## src/rtl/vga_pkg.sv

```systemverilog
// vga_pkg: XGA timing defaults, 12-bit pixel type and test-pattern
// bar colors shared by the video output stage.
package vga_pkg;

  localparam int XGA_H_ACTIVE = 1024;
  localparam int XGA_H_FP     = 24;
  localparam int XGA_H_SYNC   = 136;
  localparam int XGA_H_BP     = 160;
  localparam int XGA_V_ACTIVE = 768;
  localparam int XGA_V_FP     = 3;
  localparam int XGA_V_SYNC   = 6;
  localparam int XGA_V_BP     = 29;

  localparam int HCNT_W = 11;
  localparam int VCNT_W = 10;

  typedef struct packed {
    logic [3:0] r;
    logic [3:0] g;
    logic [3:0] b;
  } rgb12_t;

  typedef struct packed {
    logic blank;
    logic hs;
    logic vs;
    logic fs;
  } tctl_t;

  // Bar 0 sits in the low slot, bar 7 in the high slot.
  localparam logic [7:0][11:0] BAR_RGB = {
    12'h000, 12'h00F, 12'hF00, 12'hF0F,
    12'h0F0, 12'h0FF, 12'hFF0, 12'hFFF
  };

  function automatic rgb12_t bar_color(input logic [2:0] idx);
    return rgb12_t'(BAR_RGB[idx]);
  endfunction

endpackage

```

## src/rtl/delay_line.sv

```systemverilog
// delay_line: DEPTH-stage shift register; the synchronous active-low
// reset loads every stage with RESET_VAL.
module delay_line #(
  parameter int               WIDTH     = 1,
  parameter int               DEPTH     = 1,
  parameter logic [WIDTH-1:0] RESET_VAL = '0
) (
  input  logic             clk_i,
  input  logic             rst_ni,
  input  logic [WIDTH-1:0] d_i,
  output logic [WIDTH-1:0] q_o
);

  logic [DEPTH*WIDTH-1:0] sr_q, sr_d;

  always_comb begin
    sr_d = sr_q << WIDTH;
    sr_d[WIDTH-1:0] = d_i;
  end

  always_ff @(posedge clk_i) begin
    if (!rst_ni) begin
      sr_q <= {DEPTH{RESET_VAL}};
    end else begin
      sr_q <= sr_d;
    end
  end

  assign q_o = sr_q[DEPTH*WIDTH-1 -: WIDTH];

endmodule

```

## src/rtl/vga_out.sv

```systemverilog
// vga_out: raster counters plus registered, blank-masked RGB and syncs.
// VGA_TEST_PATTERN_EN adds pattern_sel_in and an 8-bar color pattern.
module vga_out
  import vga_pkg::*;
#(
  parameter int H_ACTIVE   = XGA_H_ACTIVE,
  parameter int H_FP       = XGA_H_FP,
  parameter int H_SYNC     = XGA_H_SYNC,
  parameter int H_BP       = XGA_H_BP,
  parameter int V_ACTIVE   = XGA_V_ACTIVE,
  parameter int V_FP       = XGA_V_FP,
  parameter int V_SYNC     = XGA_V_SYNC,
  parameter int V_BP       = XGA_V_BP,
  parameter bit SYNC_POL   = 1'b0,
  parameter int PIPE_DELAY = 4
) (
  input  logic              clk_in,
  input  logic              rst_n_in,
  output logic [HCNT_W-1:0] hcount_out,
  output logic [VCNT_W-1:0] vcount_out,
  input  logic [11:0]       pixel_in,
`ifdef VGA_TEST_PATTERN_EN
  input  logic              pattern_sel_in,
`endif
  output logic [3:0]        vga_r,
  output logic [3:0]        vga_g,
  output logic [3:0]        vga_b,
  output logic              vga_hs,
  output logic              vga_vs,
  output logic              frame_start_out
);

  localparam int H_TOTAL = H_ACTIVE + H_FP + H_SYNC + H_BP;
  localparam int V_TOTAL = V_ACTIVE + V_FP + V_SYNC + V_BP;
  localparam int HS_BEG  = H_ACTIVE + H_FP;
  localparam int HS_END  = HS_BEG + H_SYNC;
  localparam int VS_BEG  = V_ACTIVE + V_FP;
  localparam int VS_END  = VS_BEG + V_SYNC;

  localparam tctl_t CTL_RST = '{
    blank: 1'b1, hs: 1'b0, vs: 1'b0, fs: 1'b0
  };

`ifdef VGA_TEST_PATTERN_EN
  localparam int BAR_W = H_ACTIVE / 8;
  localparam int DW    = $bits(tctl_t) + HCNT_W;
  localparam logic [DW-1:0] DL_RST = {CTL_RST, HCNT_W'(0)};
`else
  localparam int DW    = $bits(tctl_t);
  localparam logic [DW-1:0] DL_RST = CTL_RST;
`endif

  logic [HCNT_W-1:0] hcnt_q, hcnt_d;
  logic [VCNT_W-1:0] vcnt_q, vcnt_d;
  tctl_t             ctl_raw, ctl_dly;
  logic [DW-1:0]     dl_d, dl_q;
  rgb12_t            rgb_q, rgb_d;
  logic              hs_q, hs_d;
  logic              vs_q, vs_d;
  logic              fs_q, fs_d;

  always_comb begin
    hcnt_d = hcnt_q + HCNT_W'(1);
    vcnt_d = vcnt_q;
    if (hcnt_q == HCNT_W'(H_TOTAL - 1)) begin
      hcnt_d = '0;
      if (vcnt_q == VCNT_W'(V_TOTAL - 1)) begin
        vcnt_d = '0;
      end else begin
        vcnt_d = vcnt_q + VCNT_W'(1);
      end
    end
  end

  always_ff @(posedge clk_in) begin
    if (!rst_n_in) begin
      hcnt_q <= '0;
      vcnt_q <= '0;
    end else begin
      hcnt_q <= hcnt_d;
      vcnt_q <= vcnt_d;
    end
  end

  always_comb begin
    ctl_raw.blank = (hcnt_q >= HCNT_W'(H_ACTIVE)) ||
                    (vcnt_q >= VCNT_W'(V_ACTIVE));
    ctl_raw.hs    = (hcnt_q >= HCNT_W'(HS_BEG)) &&
                    (hcnt_q <  HCNT_W'(HS_END));
    ctl_raw.vs    = (vcnt_q >= VCNT_W'(VS_BEG)) &&
                    (vcnt_q <  VCNT_W'(VS_END));
    ctl_raw.fs    = (hcnt_q == '0) && (vcnt_q == '0);
  end

`ifdef VGA_TEST_PATTERN_EN
  logic [HCNT_W-1:0] hcnt_dly;
  assign dl_d = {ctl_raw, hcnt_q};
  assign {ctl_dly, hcnt_dly} = dl_q;
`else
  assign dl_d    = ctl_raw;
  assign ctl_dly = tctl_t'(dl_q);
`endif

  // Timing travels alongside the upstream pixel pipeline.
  delay_line #(
    .WIDTH     (DW),
    .DEPTH     (PIPE_DELAY),
    .RESET_VAL (DL_RST)
  ) u_dly (
    .clk_i  (clk_in),
    .rst_ni (rst_n_in),
    .d_i    (dl_d),
    .q_o    (dl_q)
  );

  always_comb begin
    rgb_d = '0;
    if (!ctl_dly.blank) begin
      rgb_d = rgb12_t'(pixel_in);
`ifdef VGA_TEST_PATTERN_EN
      if (pattern_sel_in) begin
        rgb_d = bar_color(3'(hcnt_dly / HCNT_W'(BAR_W)));
      end
`endif
    end
    hs_d = ctl_dly.hs ? SYNC_POL : ~SYNC_POL;
    vs_d = ctl_dly.vs ? SYNC_POL : ~SYNC_POL;
    fs_d = ctl_dly.fs;
  end

  always_ff @(posedge clk_in) begin
    if (!rst_n_in) begin
      rgb_q <= '0;
      hs_q  <= ~SYNC_POL;
      vs_q  <= ~SYNC_POL;
      fs_q  <= 1'b0;
    end else begin
      rgb_q <= rgb_d;
      hs_q  <= hs_d;
      vs_q  <= vs_d;
      fs_q  <= fs_d;
    end
  end

  assign hcount_out      = hcnt_q;
  assign vcount_out      = vcnt_q;
  assign vga_r           = rgb_q.r;
  assign vga_g           = rgb_q.g;
  assign vga_b           = rgb_q.b;
  assign vga_hs          = hs_q;
  assign vga_vs          = vs_q;
  assign frame_start_out = fs_q;

endmodule

```

## config.mk

```make
export PLATFORM = sky130hd
export DESIGN_NAME = vga_out
export DESIGN_NICKNAME = d
export VERILOG_FILES = /design/src/rtl/vga_pkg.sv /design/src/rtl/delay_line.sv /design/src/rtl/vga_out.sv
export SDC_FILE = /design/constraint.sdc
export NUM_CORES = 1
export LEC_CHECK = 0
export ABC_AREA = 1
export BUFFER_PORTS_ARGS = -buffer_cell sky130_fd_sc_hd__buf_2
export CAP_MARGIN = 20
export CORE_ASPECT_RATIO = 0.9
export CORE_UTILIZATION = 57
export CTS_CLUSTER_DIAMETER = 80
export CTS_CLUSTER_SIZE = 20
export DETAILED_ROUTE_END_ITERATION = 12
export PLACE_DENSITY = 0.84
export SYNTH_ARGS = -nofsm -noshare
export SYNTH_HDL_FRONTEND = slang
export SYNTH_SLANG_ARGS = --single-unit
```

## constraint.sdc

```tcl
create_clock -name clk_in -period 4.9 [get_ports clk_in]
set_clock_uncertainty 0.2 [all_clocks]
set_input_delay 0.49 -clock clk_in [delete_from_list [all_inputs] [get_ports clk_in]]
set_output_delay 0.49 -clock clk_in [all_outputs]
set_load 0.01 [all_outputs]
```

==> out/qor.yml <==
status: "finished, final reports clean"
crit_top_cell: "nand2_4"
relSlewSlack_pct: 76.0
holdWs_ns: 0.169
dieHeight_um: 60.2
post_drt_wl_per_cell_um: 11.1
crit_fanout: 13
ir_worst_vdd_mv: 0.184
hold_depth: 1
synthArstFlopShare_pct: 0
antenna_found_initial: 0
hold_path.class: "flop to flop"
dp_slack_ns: 3.10
cts_max_level: 2
vias: 1810
syn_nets: 296
die_w_um: 66.7
grt_pass1_wl_um: 6930
setup_viol: 0
ys_seq_area_share_pct: 48.5
placed_area_sq_um: 2420
hold_viol_final: 0
yosys_warnings: 0
path_buf_inv: 0
design.core.area_sq_um: 3480
drc: 0
crit_path_end_kind: "flop"
start_util_pct: 61.7
max_clock_freq_ghz: 0.553
fin_tns_setup_ns: 0
critPathTopFamily: "simple AND/OR/NAND/NOR gates"
areaGrowthSynthToFinish_pct: 16.9
grt_overflow: 0
tightest_slew_ns: 0.360
ys_ff_latch: 52
rsz0062_at_grt: "no"
postLayoutCoreUtil_pct: 72.1
post-dp-hpwl_um: 3030
ctsLongestPathBuffers: 2
routed_wl_um: 4130
yosys_most_used_dff: "dfxtp_1"
cts_tree: "built"
leakage_nw: 1.29
port_buffers: 49
min_period_ns: 1.81
cp.arrival_ns: 1.81
critical_path_depth: 8
p_total_mw: 0.698
crit_chain: "ha_1 > nand3_4 > nor2_8 > nand2_4 > nand2_4 > nand2_2 > nand2_1 > nor2_1"
grt_max_degree: 20
finalCritPeriodShare_pct: 36.9
placementRows: 20
ant_nets: 0
required_ns: 4.90
nets: 348
synth.distinct_cells: 33
drt_iter0_markers: 73
dp.cells: 365
slew_viol_final: 0
syn_area_per_cell_sq_um: 7.77
reg2reg_depth: 8
place.gp.congestion: 0.853
routed_via_density: 4.85
drv_cap: 0
dieArea_sq_um: 4010
cp_slowest_stage_delay_ns: 0.43
final_layout_size_suffix_gt1_share_pct: 22.8
cts_resized: 0
cts_buffers: 5
timing.final.ws_setup_ns: 3.09
first_pass_iters: 4
fill_cells: 269
cts_sinks: 52
netlist_instances: 276
grt_pass1_vias: 1644
crit_slowest_cell: "dfxtp_1"
path_clk_slew_ns: 0.09
multi_input_area_sq_um: 865
fin_cells: 373
reg2reg_slack_ns: 3.09
ios: 50
grt_use_total_pct: 23.3
hold_buffers: 0
crit_type: "flop to flop"
synth-edff-count: 0
cp-start-kind: "flop"
synth_area_sq_um: 2140
post_cts_buffers: 0
root_buffer: "clkbuf_8"
seq_area_sq_um: 1040
worst_skew_pair.late_latency_ns: 0.30
fin_area_sq_um: 2510
powerDensity_nw_per_um2: 279
insertedDiodeCount: 0
==> final cells by class <==
cell class | instances | share of cell area, %
Sequential cell | 52 | 41.5
Inverter | 56 | 8.44
Clock inverter | 2 | 0.649
Multi-Input combinational cell | 164 | 34.5
Tap cell | 44 | 2.20
Clock buffer | 6 | 2.90
Timing Repair Buffer | 49 | 9.79
==> cell usage after synthesis, types with 2 or more instances <==
library cell / n / area [sq um]
nand2_1: 51 / 191
nor3_1: 7 / 35.0
clkinv_1: 2 / 7.51
o21ai_0: 3 / 15.0
nand4_1: 7 / 43.8
a21oi_1: 12 / 60.1
inv_1: 51 / 191
or2_2: 3 / 18.8
ha_1: 6 / 75.1
nor2_1: 34 / 128
xor2_1: 2 / 17.5
nand2_2: 2 / 12.5
inv_2: 2 / 7.51
nand2_4: 2 / 22.5
nor2_2: 2 / 12.5
nor4_1: 2 / 12.5
nand3_1: 19 / 95.1
dfxtp_1: 52 / 1040
o21ai_2: 3 / 26.3
==> sequential cells by signal, summed over array words and instances (netlist names), 4 cells and up <==
name	count
hcount_out	11
u_dly.sr_q	16
vcount_out	10
vga_b	4
vga_g	4
vga_r	4
==> cell families after synthesis <==
logic type	Yosys count	synth area share [%]
AND/OR/NAND/NOR	134	29.9
buffers and inverters	60	11.1
flip-flops	52	48.5
adder cells (fa/ha/maj)	6	3.50
XOR/XNOR	3	1.23
AO/OA/AOI/OAI	21	5.66
==> path summary, 6_finish.rpt <==
path / to / from
max: vcount_out[9]$_SDFFE_PN0N_ / hcount_out[0]$_SDFF_PP0_
min: vga_hs$_SDFF_PN1_ / u_dly.sr_q[14]$_SDFF_PN0_
max reg2reg: vcount_out[9]$_SDFFE_PN0N_ / hcount_out[0]$_SDFF_PP0_
min reg2reg: vga_hs$_SDFF_PN1_ / u_dly.sr_q[14]$_SDFF_PN0_
==> cells in the final DEF, fill, tap and decap left out <==
cell type and n:
a21oi_1 12, a311oi_1 1, buf_2 49, clkbuf_1 1, clkbuf_8 5, clkinv_1 2
clkinv_2 1, clkinv_4 1, clkinvlp_4 1, dfxtp_1 52, ha_1 6, inv_1 51
inv_2 2, nand2_1 51, nand2_2 2, nand2_4 2, nand3_1 19, nand3_2 1
nand3_4 1, nand4_1 7, nor2_1 34, nor2_2 2, nor2_8 1, nor3_1 7
nor3_4 1, nor4_1 2, o21ai_0 3, o21ai_1 1, o21ai_2 3, o22ai_1 1
or2_1 1, or2_2 3, xnor2_1 1, xor2_1 2
==> routing by layer <==
layer  global-route usage, %  part of all wire (%)  vias to the layer above
met1                    29.2                    47                      791
met3                    4.96                   5.6                       10
li1                        -                     -                      960
met2                    38.5                    45                       49
met4                    10.0                   1.9                        0
met5                       0                     0                        -
==> worst register-to-register path, stage by stage, from the launching register on <==
cell	delay [ns]
dfxtp_1	0.43
ha_1	0.30
nand3_4	0.15
nor2_8	0.16
nand2_4	0.11
nand2_4	0.16
nand2_2	0.08
nand2_1	0.08
nor2_1	0.04
==> report_power, final <==
part           switching, mW  internal, mW
logic                 0.0169        0.0127
registers            0.00424         0.429
clock network          0.134         0.102
Note: power is estimated with default switching activity, not from simulation.
